===== src/rtl/risk_sequencer.sv =====
// Risk micro-op sequencer: buffers commands in a 2-deep FIFO and expands each into strided micro-ops.
// Optional build macro RISK_SEQ_PERF_EN enables the perf_ops issued-micro-op counter.
module risk_sequencer #(
  parameter int unsigned OP_CYCLES = 4
) (
  input  logic        clk,
  input  logic        resetn,
  input  logic        cmd_valid,
  output logic        cmd_ready,
  input  logic [2:0]  cmd_func,
  input  logic [4:0]  cmd_reg,
  input  logic [16:0] cmd_addr,
  input  logic [14:0] cmd_stride_x,
  input  logic [14:0] cmd_stride_y,
  input  logic [7:0]  cmd_count,
  input  logic [16:0] cmd_addr_step,
  output logic [2:0]  risk_func,
  output logic [4:0]  risk_reg,
  output logic [16:0] risk_addr,
  output logic [14:0] risk_stride_x,
  output logic [14:0] risk_stride_y,
  output logic        busy,
  output logic        done,
  output logic [31:0] perf_ops
);

  localparam int unsigned FUNC_W    = 3;
  localparam int unsigned REG_W     = 5;
  localparam int unsigned ADDR_W    = 17;
  localparam int unsigned STRIDE_W  = 15;
  localparam int unsigned COUNT_W   = 8;
  localparam int unsigned WAIT_W    = 4;
  localparam int unsigned WAIT_LAST = (OP_CYCLES > 1) ? OP_CYCLES - 2 : 0;
  localparam logic [FUNC_W-1:0] FUNC_NOP = '0;

  typedef struct packed {
    logic [FUNC_W-1:0]   func;
    logic [REG_W-1:0]    regn;
    logic [ADDR_W-1:0]   addr;
    logic [STRIDE_W-1:0] stride_x;
    logic [STRIDE_W-1:0] stride_y;
    logic [COUNT_W-1:0]  count;
    logic [ADDR_W-1:0]   step;
  } cmd_t;

  typedef enum logic [1:0] {S_IDLE, S_ISSUE, S_WAIT} state_t;

  cmd_t        fifo_mem [2];
  cmd_t        cmd_in;
  cmd_t        head;
  logic        wr_ptr, rd_ptr;
  logic [1:0]  fifo_cnt;
  logic        push, pop, fifo_empty;

  state_t              state, state_n;
  logic [COUNT_W-1:0]  rem, rem_n;
  logic [WAIT_W-1:0]   wait_cnt, wait_n;
  logic [FUNC_W-1:0]   func_q, func_q_n;
  logic [ADDR_W-1:0]   step_q, step_n;
  logic [FUNC_W-1:0]   func_n;
  logic [REG_W-1:0]    reg_n;
  logic [ADDR_W-1:0]   addr_n;
  logic [STRIDE_W-1:0] sx_n, sy_n;
  logic                done_n;
  logic                slot_end;

  assign cmd_in = '{func: cmd_func, regn: cmd_reg, addr: cmd_addr, stride_x: cmd_stride_x,
                    stride_y: cmd_stride_y, count: cmd_count, step: cmd_addr_step};

  // Full FIFO refuses a push even when a pop frees a slot in the same cycle.
  assign cmd_ready  = (fifo_cnt != 2'd2);
  assign fifo_empty = (fifo_cnt == 2'd0);
  assign push       = cmd_valid && cmd_ready;
  assign head       = fifo_mem[rd_ptr];
  assign busy       = (state != S_IDLE) || !fifo_empty;

  always_ff @(posedge clk) begin
    if (push) fifo_mem[wr_ptr] <= cmd_in;
  end

  always_ff @(posedge clk or negedge resetn) begin
    if (!resetn) begin
      wr_ptr   <= 1'b0;
      rd_ptr   <= 1'b0;
      fifo_cnt <= '0;
    end else begin
      if (push) wr_ptr <= ~wr_ptr;
      if (pop)  rd_ptr <= ~rd_ptr;
      fifo_cnt <= fifo_cnt + 2'(push) - 2'(pop);
    end
  end

  always_ff @(posedge clk or negedge resetn) begin
    if (!resetn) begin
      state         <= S_IDLE;
      rem           <= '0;
      wait_cnt      <= '0;
      func_q        <= '0;
      step_q        <= '0;
      risk_func     <= '0;
      risk_reg      <= '0;
      risk_addr     <= '0;
      risk_stride_x <= '0;
      risk_stride_y <= '0;
      done          <= 1'b0;
    end else begin
      state         <= state_n;
      rem           <= rem_n;
      wait_cnt      <= wait_n;
      func_q        <= func_q_n;
      step_q        <= step_n;
      risk_func     <= func_n;
      risk_reg      <= reg_n;
      risk_addr     <= addr_n;
      risk_stride_x <= sx_n;
      risk_stride_y <= sy_n;
      done          <= done_n;
    end
  end

  // Outputs are computed one cycle ahead so each micro-op appears registered in its ISSUE cycle.
  always_comb begin
    state_n  = state;
    rem_n    = rem;
    wait_n   = wait_cnt;
    func_q_n = func_q;
    step_n   = step_q;
    func_n   = FUNC_NOP;
    reg_n    = risk_reg;
    addr_n   = risk_addr;
    sx_n     = risk_stride_x;
    sy_n     = risk_stride_y;
    done_n   = 1'b0;
    pop      = 1'b0;
    slot_end = 1'b0;

    case (state)
      S_IDLE: begin
        if (!fifo_empty) begin
          pop = 1'b1;
          if (head.count == '0) begin
            done_n = 1'b1;
          end else begin
            state_n  = S_ISSUE;
            rem_n    = head.count - COUNT_W'(1);
            func_q_n = head.func;
            step_n   = head.step;
            func_n   = head.func;
            reg_n    = head.regn;
            addr_n   = head.addr;
            sx_n     = head.stride_x;
            sy_n     = head.stride_y;
          end
        end
      end
      S_ISSUE: begin
        if (OP_CYCLES > 1) begin
          state_n = S_WAIT;
          wait_n  = WAIT_W'(WAIT_LAST);
        end else begin
          slot_end = 1'b1;
        end
      end
      S_WAIT: begin
        if (wait_cnt != '0) wait_n = wait_cnt - WAIT_W'(1);
        else                slot_end = 1'b1;
      end
      default: state_n = S_IDLE;
    endcase

    if (slot_end) begin
      if (rem != '0) begin
        state_n = S_ISSUE;
        rem_n   = rem - COUNT_W'(1);
        func_n  = func_q;
        reg_n   = risk_reg + REG_W'(1);
        addr_n  = risk_addr + step_q;
      end else begin
        state_n = S_IDLE;
        done_n  = 1'b1;
      end
    end
  end

`ifdef RISK_SEQ_PERF_EN
  always_ff @(posedge clk or negedge resetn) begin
    if (!resetn)               perf_ops <= '0;
    else if (state == S_ISSUE) perf_ops <= perf_ops + 32'd1;
  end
`else
  assign perf_ops = '0;
`endif

endmodule


===== config.mk =====
export PLATFORM = sky130hd
export DESIGN_NAME = risk_sequencer
export DESIGN_NICKNAME = d
export VERILOG_FILES = /design/src/rtl/risk_sequencer.sv
export SDC_FILE = /design/constraint.sdc
export NUM_CORES = 1
export LEC_CHECK = 0
export BUFFER_PORTS_ARGS = -buffer_cell sky130_fd_sc_hd__buf_2
export CORE_MARGIN = 3
export CORE_UTILIZATION = 50
export CTS_CLUSTER_DIAMETER = 80
export CTS_CLUSTER_SIZE = 25
export DETAILED_ROUTE_END_ITERATION = 16
export GPL_TIMING_DRIVEN = 1
export HOLD_SLACK_MARGIN = 0.03
export PLACE_DENSITY = 0.78
export SETUP_SLACK_MARGIN = 0.02
export SYNTH_ARGS = -nofsm -noshare
export SYNTH_HDL_FRONTEND = slang
export SYNTH_SLANG_ARGS = --single-unit

===== constraint.sdc =====
create_clock -name clk -period 6.1 [get_ports clk]
set_clock_uncertainty 0.15 [all_clocks]
set_input_delay 1.83 -clock clk [delete_from_list [all_inputs] [get_ports clk]]
set_output_delay 1.83 -clock clk [all_outputs]
set_load 0.05 [all_outputs]

==> results, run 1 <==
- Entering global routing, the biggest net connects 81 pins.
- The primary flip-flop cell chosen by synthesis mapping is sky130_fd_sc_hd__edfxtp_1.
- Global routing consumed, on the met3 layer, 4.67% of the routing resources.
- The run finished with clean final reports.
- The count of port buffers added during placement is 140.
- In the final timing run, aggregate negative setup slack is 0 ns.
- CTS saw 254 sinks.
- After clock tree synthesis, the clock-pin slew on the worst setup and hold paths is 0.09 ns.
- For this block, the routed nets add up to 20.8 mm of wire.
- The chip width is 153 um.
- The cell count after synthesis is 806.
- For met1 alone, demand over resource in global routing was 22.9%.
- The remaining max-slew budget at the tightest pin is 30.7%.
- STA puts the critical path data arrival time at 4.27 ns.
- For this run, the register share of the synthesized area comes to 66.1%.
- Global routing finished with a remaining overflow of 0.
- The endpoint type of the worst setup path is a register.
- The count of nets left with antenna violations once routing finished came out at 0.
- The post-layout minimum cycle time is 4.10 ns.
- The share of the cycle needed by the critical path after routing is 67.3%.
- For this run, the number of Yosys warnings is 0.
- For the worst-skew pair, the clock arrives at the later sink with an insertion delay of 0.49 ns.
- The final route contains 6583 vias.
- The largest registers in the layout are fifo_mem x160, risk_addr x17, step_q x17.
- The pre-antenna-repair detailed-routing pass consisted of 6 iterations.
- The worst path meets setup with 2.00 ns of slack.
- The kind of cell adding the most delay to the critical path is compound AO/OA/AOI/OAI gates.
- The clock passes through at most 3 buffers.
- The number of endpoints with negative hold slack in the final report was 0.
- The post-CTS resize count is 0.
- The measured slew at the worst slew-check pin is 1.04 ns.
- The register with the most flip-flops is fifo_mem.
- The worst-case hold slack is 0.336 ns.
- The number of top-level pins is 173.
- After detailed routing, the number of remaining DRC violations is 0.
- The floorplan has 53 rows.
- The flip-flop count of the largest register, all copies and words added is 160.
- In this run the clock root is driven by a sky130_fd_sc_hd__clkbuf_16.
- The first global-routing pass estimated 33.3 mm of wire.
- The reported leakage power is 5.01 nW.
- The number of setup buffers added after CTS is 0.
- The critical path data required time is 6.27 ns.
- The synthesized design contains 160 enable-type register cells.
- In the routed layout, each cell is associated on average with a via count of 5.40.
- At the end of the flow the core is filled with cells to 57.2%.
- TritonCTS built the clock tree.
- The number of nets in the final layout is 1041.
- Once detailed placement completed, the half-perimeter wirelength came to 13.8 mm.
- In this run the power density over the cells is 571 nW/um2.
- The element type at the critical path start is a register.
- The register bit count reported by yosys is 254.
- Along the worst path, the maximum fanout reaches 80.
- The floorplan step defined a die boundary enclosing 23500 um2.
- Derived from the worst setup path, the maximum achievable clock frequency is 244 MHz.
- The setup path with the least slack is of type register to register.
- The number of hold buffers added after CTS was 0.
- The setup slack of the worst register-to-register path is 2.00 ns.
- Prior to clock tree synthesis, the placed netlist has a worst setup slack of 1.95 ns.
- The busiest layer in global routing is met2.
- The number of global-route vias before repair is 6498.
- The initial utilization of the core area, before any placement, comes to 51.2%.
- The post-synthesis instance area is 10800 um2.
- The first routing iteration left 414 violations.
- The number of distinct library cells after synthesis is 61.
- Compared with the post-synthesis result, the final layout area differs by 11.8%.
- The number of violations of the max-capacitance limit is 0.
- The critical-path cell with the highest stage delay is sky130_fd_sc_hd__dfrtp_4.
- The share of cells above drive strength 1 is 19.7%.
- Setup repair after global routing left no endpoint under its margin.
- The placeable core area is 21200 um2.
- The number of setup violations in the final report is 0.
- The max-slew violation count came to 0.
- The critical path goes through buf_4 > nor3b_1 > o211ai_1 > o21ai_4 > buf_12 > nor2_1 > a211oi_1 > a21oi_1.
- The class of the tightest hold or removal check is register to register.
- The weighted congestion at the end of routability-driven global placement is 0.835.
- The share of flip-flops with an asynchronous set or reset is 37.0%.
- Across the VDD grid, the largest voltage drop is 0.000362 V.
- The initial antenna violation count is 4.
- The total global routing track utilization is 17.3%.
- The maximum level of the CTS H-tree is 1.
- In this run the vertical extent of the chip is 153 um.
- In the final routed layout, each cell accounts on average for 17.1 um.
- The largest stage delay on the critical path is 1.00 ns.
- The clock buffer count from CTS is 14.
- A synthesized cell averages 13.4 um2.
- The fraction of met2 tracks used by global routing is 29.1%.
- The critical path contains buffers and inverters numbering 2 combined.
==> layout make-up <==
type	instances	area, um2
diodes	1	2.50
clock buffers	21	408
clock inverters	3	25.0
fillers	1726	9050
inverters	10	37.5
multi-input cells	508	3350
flip-flops and latches	254	7160
well taps	275	344
repair buffers	146	773
==> cell usage in the layout, fill, tap and decap left out, types with 5 or more instances in the layout <==
cell	netlist	final
sky130_fd_sc_hd__ha_1	23	23
sky130_fd_sc_hd__o22ai_1	6	6
sky130_fd_sc_hd__edfxtp_1	160	160
sky130_fd_sc_hd__nor2b_1	5	5
sky130_fd_sc_hd__clkbuf_16	0	15
sky130_fd_sc_hd__a21oi_1	32	32
sky130_fd_sc_hd__o211ai_1	7	7
sky130_fd_sc_hd__buf_2	9	139
sky130_fd_sc_hd__nor3b_1	5	5
sky130_fd_sc_hd__nand3_1	8	8
sky130_fd_sc_hd__a21o_1	13	13
sky130_fd_sc_hd__o21ai_0	75	75
sky130_fd_sc_hd__xor2_1	8	8
sky130_fd_sc_hd__inv_1	10	10
sky130_fd_sc_hd__nor2_1	37	36
sky130_fd_sc_hd__nor3_1	9	9
sky130_fd_sc_hd__dfrtp_1	94	93
sky130_fd_sc_hd__clkbuf_1	13	5
sky130_fd_sc_hd__conb_1	1	32
sky130_fd_sc_hd__buf_4	41	5
sky130_fd_sc_hd__a31oi_1	5	5
sky130_fd_sc_hd__a211oi_1	12	12
sky130_fd_sc_hd__mux2i_1	79	79
sky130_fd_sc_hd__xnor2_1	14	14
sky130_fd_sc_hd__nand2_1	76	76
==> stage by stage <==
| step | cells | total power [mW] | instance area [um2] |
|---|---|---|---|
| finish | 1218 | 6.91 | 12100 |
| floorplan | 837 | 5.24 | 10900 |
| detailed placement | 1193 | 5.95 | 11700 |
| CTS | 1217 | 6.97 | 12100 |
| global placement | 1193 | 5.85 | 11700 |
| global route | 1218 | 7.39 | 12100 |
==> per-layer routing <==
| metal | share of wire [%] | up-vias |
|---|---|---|
| met5 | 0.16 | - |
| met3 | 7.3 | 31 |
| met2 | 48 | 198 |
| met4 | 1.9 | 6 |
| li1 | - | 3165 |
| met1 | 43 | 3183 |
==> cells in the mapped netlist, types with 6 or more instances <==
library cell | instances | area share, %
sky130_fd_sc_hd__edfxtp_1 | 160 | 44
sky130_fd_sc_hd__dfrtp_1 | 94 | 22
sky130_fd_sc_hd__mux2i_1 | 79 | 7.3
sky130_fd_sc_hd__nand2_1 | 76 | 2.6
sky130_fd_sc_hd__o21ai_0 | 75 | 3.5
sky130_fd_sc_hd__buf_4 | 41 | 2.8
sky130_fd_sc_hd__nor2_1 | 37 | 1.3
sky130_fd_sc_hd__a21oi_1 | 32 | 1.5
sky130_fd_sc_hd__ha_1 | 23 | 2.7
sky130_fd_sc_hd__xnor2_1 | 14 | 1.1
sky130_fd_sc_hd__a21o_1 | 13 | 0.90
sky130_fd_sc_hd__clkbuf_1 | 13 | 0.45
sky130_fd_sc_hd__a211oi_1 | 12 | 0.83
sky130_fd_sc_hd__inv_1 | 10 | 0.35
sky130_fd_sc_hd__buf_2 | 9 | 0.42
sky130_fd_sc_hd__nor3_1 | 9 | 0.42
sky130_fd_sc_hd__nand3_1 | 8 | 0.37
sky130_fd_sc_hd__xor2_1 | 8 | 0.65
sky130_fd_sc_hd__o211ai_1 | 7 | 0.49
sky130_fd_sc_hd__o22ai_1 | 6 | 0.35
==> worst reg2reg max path, cell delays in order, from the launching register on <==
cell and delay [ns]:
sky130_fd_sc_hd__dfrtp_4 1.00, sky130_fd_sc_hd__buf_4 0.69, sky130_fd_sc_hd__nor3b_1 0.27, sky130_fd_sc_hd__o211ai_1 0.24
sky130_fd_sc_hd__o21ai_4 0.87, sky130_fd_sc_hd__buf_12 0.39, sky130_fd_sc_hd__nor2_1 0.10, sky130_fd_sc_hd__a211oi_1 0.17
sky130_fd_sc_hd__a21oi_1 0.06
==> cell families (layout without fill, tap and decap cells) <==
family                     Yosys count  after routing  share of synthesized area, %
DFF                                254            254                          66.1
AOI/OAI and AO/OA                  178            178                          9.98
and+or+nand+nor                    171            171                          7.49
muxes                               81             81                          7.53
buffers and inverters               75            180                          4.26
adders and majority gates           24             24                          2.84
xor gates and xnor gates            22             22                          1.78
other                                1             33                        0.0346
==> where the power goes <==
part	switching, mW	total (mW)	internal [mW]	leakage [nW]
Clock	0.534	1.01	0.476	0.209
Combinational	2.05	3.08	1.03	2.17
Sequential	0.388	2.83	2.44	2.63
Total	2.97	6.91	3.94	5.01
==> worst paths after layout <==
check,startpoint,cells past startpoint,to
worst max-delay path,rd_ptr$_DFFE_PN0P_,8,risk_reg[4]$_DFF_PN0_
worst min-delay path,risk_stride_x[10]$_DFFE_PN0P_,2,risk_stride_x[10]$_DFFE_PN0P_
worst max register to register,rd_ptr$_DFFE_PN0P_,8,risk_reg[4]$_DFF_PN0_
worst min register to register,risk_stride_x[10]$_DFFE_PN0P_,2,risk_stride_x[10]$_DFFE_PN0P_
max in group asynchronous,resetn,2,risk_stride_y[2]$_DFFE_PN0P_
min in group asynchronous,resetn,1,wait_cnt[3]$_DFFE_PN0P_
Power figures use the tool's default switching activity.
==> inputs of run 2 (changes only) <==
Clock period 6.1 ns to 4.1 ns, I/O delays scaled along.
==> run 2 against run 1 <==
Against the previous run: largest cell class unchanged; global-route usage grew 0.052 points; worst setup slack worse by 1.1 ns; clock power up 48%.
==> results, run 2 (synthesized netlist as in run 1, its figures left out) <==
- The run finished with clean final reports.
- The area of the die came to 23500 um2 (unchanged).
- The via count was 6579 (-0.061%).
- The post-detailed-placement half-perimeter wirelength is 14.1 mm (+1.8%).
- The maximum level of the CTS H-tree is 1 (unchanged).
- The largest stage delay on the critical path is 0.83 ns (-0.17 ns).
- The final-layout setup total negative slack is 0 ns (unchanged).
- The highest attainable clock frequency is 316 MHz (+30%).
- The routed via count divided by cell count is 5.38 (-0.55%).
- The largest registers in the layout are fifo_mem x160, risk_addr x17, step_q x17.
- The total global routing track utilization is 17.4% (+0.052 points).
- The power density over the cells was 848 nW/um2 (+48%).
- The core occupancy in the finished layout is 57.3% (+0.12 points).
- The slowest stage of the critical path belongs to the cell sky130_fd_sc_hd__dfrtp_4.
- The most frequent standard cell in the layout excluding fill and tap cells is sky130_fd_sc_hd__edfxtp_1.
- The class of the tightest hold or removal check is register to register.
- The overall power after layout is 10.3 mW (+49%).
- The clock buffer count from CTS is 14 (unchanged).
- The share of the cycle needed by the critical path after routing came to 77.2% (+9.9 points).
- The cell count after placement is 1199 (+0.50%).
- The number of sinks handled by clock tree synthesis is 254 (unchanged).
- The number of endpoints with negative hold slack in the final report was 0 (unchanged).
- The count of port buffers added during placement was 140 (unchanged).
- The placeable core area was 21200 um2 (unchanged).
- The buffers plus inverters on the worst setup path is 1 (-1).
- The wire length after detailed routing came to 20.6 mm (-0.83%).
- The count of buffers added by post-CTS timing repair for setup is 0 (unchanged).
- The remaining max-slew budget at the tightest pin is 45.6% (+15 points).
- The remaining number of nets flagged by the antenna check after routing is 0 (unchanged).
- The post-layout minimum cycle time was 3.17 ns (-0.938 ns).
- The initial antenna violation count is 3 (-1).
- The max-slew violation count came to 0 (unchanged).
- The initial cell density of the core is 51.2% (unchanged).
- The kind of cell adding the most delay to the critical path is flip-flops.
- The critical path data required time is 4.32 ns (-1.95 ns).
- The sum of overflow across all layers after global routing is 0 (unchanged).
- The starting DRC count in detailed routing came to 366 (-12%).
- The measured slew at the worst slew-check pin came to 0.808 ns (-0.228 ns).
- The weighted congestion at the end of routability-driven global placement is 0.869 (+4.0%).
- The worst setup path is of the register to register kind.
- The number of top-level pins is 173 (unchanged).
- The number of global-route vias before repair is 6640 (+2.2%).
- The chip width is 153 um (unchanged).
- The largest net degree at the start of global routing is 58 (-28%).
- The DRC violation count after routing is 0 (unchanged).
- The register with the most flip-flops is fifo_mem.
- The first-pass GRT wire length came to 33.5 mm (+0.54%).
- The non-filler instance count after layout is 1224 (+0.49%).
- The count of TritonRoute iterations in the first routing pass is 4 (-2).
- The average wire length per cell after detail routing is 16.8 um (-1.3%).
- The endpoint type of the worst setup path is a register.
- The highest fanout seen on the critical path is 57 (-29%).
- The number of nets in the final layout is 1047 (+0.58%).
- The clock slew seen by the registers of the worst setup and hold paths is 0.09 ns (about the same).
- The vertical die dimension is 153 um (unchanged).
- The root cell of the clock tree is sky130_fd_sc_hd__clkbuf_16.
- The post-CTS resize count is 0 (unchanged).
- Walking the worst path, the cells encountered are mux2i_1 > ha_1 > o211ai_1 > o21ai_4 > buf_4 > nor2_1 > a211oi_1 > a21oi_1.
- The number of buffers inserted for hold repair after clock tree synthesis came to 0 (unchanged).
- The insertion delay to the later sink of the worst-skew pair is 0.48 ns (about the same).
- Leaving out fill and tap cells, the most frequent cells in the layout are sky130_fd_sc_hd__edfxtp_1 (160), sky130_fd_sc_hd__buf_2 (139), sky130_fd_sc_hd__dfrtp_1 (93).
- The arrival time of data at the critical path endpoint is 3.38 ns (-0.89 ns).
- The element type at the critical path start is a register.
- The share of cells above drive strength 1 is 20.0% (+0.30 points).
- The reported leakage power is 5.02 nW (+0.31%).
- The number of violations of the max-capacitance limit is 0 (unchanged).
- Compared with the post-synthesis result, the final layout area differs by 12.0%.
- The maximum vdd ir drop is 0.000630 V (+74%).
- The placement row count is 53 (unchanged).
- Setup repair after global routing left no endpoint under its margin.
- The CTS tree is built.
- The number of setup violations in the final report came to 0 (unchanged).
- The flip-flop count of the largest register, all copies and words added is 160 (unchanged).
- The maximum clock insertion buffer count is 3 (unchanged).
## run 2: cell count changes in the layout (fill, tap and decap cells not counted), sizes merged
cell	before	now
clkbuf	21	22
buf	146	152
inv	12	11
## run 2: path summary, 6_finish.rpt
kind / from / endpoint / slack, ns / cells after the start
setup / recovery: rd_ptr$_DFFE_PN0P_ / risk_addr[12]$_DFF_PN0_ / 0.93 / 8
hold / removal: risk_stride_y[14]$_DFFE_PN0P_ / risk_stride_y[14]$_DFFE_PN0P_ / 0.34 / 2
setup reg to reg: rd_ptr$_DFFE_PN0P_ / risk_addr[12]$_DFF_PN0_ / 0.93 / 8
hold reg to reg: risk_stride_y[14]$_DFFE_PN0P_ / risk_stride_y[14]$_DFFE_PN0P_ / 0.34 / 2
max in group asynchronous: resetn / risk_stride_x[4]$_DFFE_PN0P_ / 2.30 / 2
min in group asynchronous: resetn / wait_cnt[0]$_DFFE_PN0P_ / 0.65 / 1
## run 2: per-stage QoR
stage | hold slack [ns] | area, um2 | setup slack [ns]
after CTS | 0.341 | 12100 | 0.947
after global placement | 0.310 | 11700 | 1.07
final | 0.340 | 12100 | 0.934
after detailed placement | 0.318 | 11700 | 0.955
after global routing | 0.365 | 12100 | 0.666
after floorplan | 0.300 | 10900 | 0.0890
## run 2: worst reg2reg max path: stages, from the launching register on
cell                       delay, ns
sky130_fd_sc_hd__dfrtp_4        0.83
sky130_fd_sc_hd__mux2i_1        0.49
sky130_fd_sc_hd__ha_1           0.22
sky130_fd_sc_hd__o211ai_1       0.20
sky130_fd_sc_hd__o21ai_4        0.30
sky130_fd_sc_hd__buf_4          0.50
sky130_fd_sc_hd__nor2_1         0.11
sky130_fd_sc_hd__a211oi_1       0.20
sky130_fd_sc_hd__a21oi_1        0.06
## run 2: per-layer routing
metal	up-vias	share of wire, %	wire (um)	GRT usage (%)
met5	-	0.13	27	0
met4	4	1.6	328	4.16
met1	3179	43	8780	22.6
li1	3185	-	-	-
met2	184	49	10100	29.9
met3	27	6.8	1400	3.94
## run 2: final cells by class
type	count	area (um2)
Inverter	10	37.5
Sequential cell	254	7160
Timing Repair Buffer	152	806
Tap cell	275	344
Fill cell	1739	9020
Clock inverter	2	23.8
Clock buffer	22	402
Antenna cell	1	2.50
Multi-Input combinational cell	508	3350
## run 2: power by group
| part | leakage (nW) | internal [mW] | switching [mW] |
|---|---|---|---|
| combinational | 2.19 | 1.53 | 3.09 |
| sequential | 2.63 | 3.63 | 0.550 |
| clock | 0.201 | 0.695 | 0.790 |
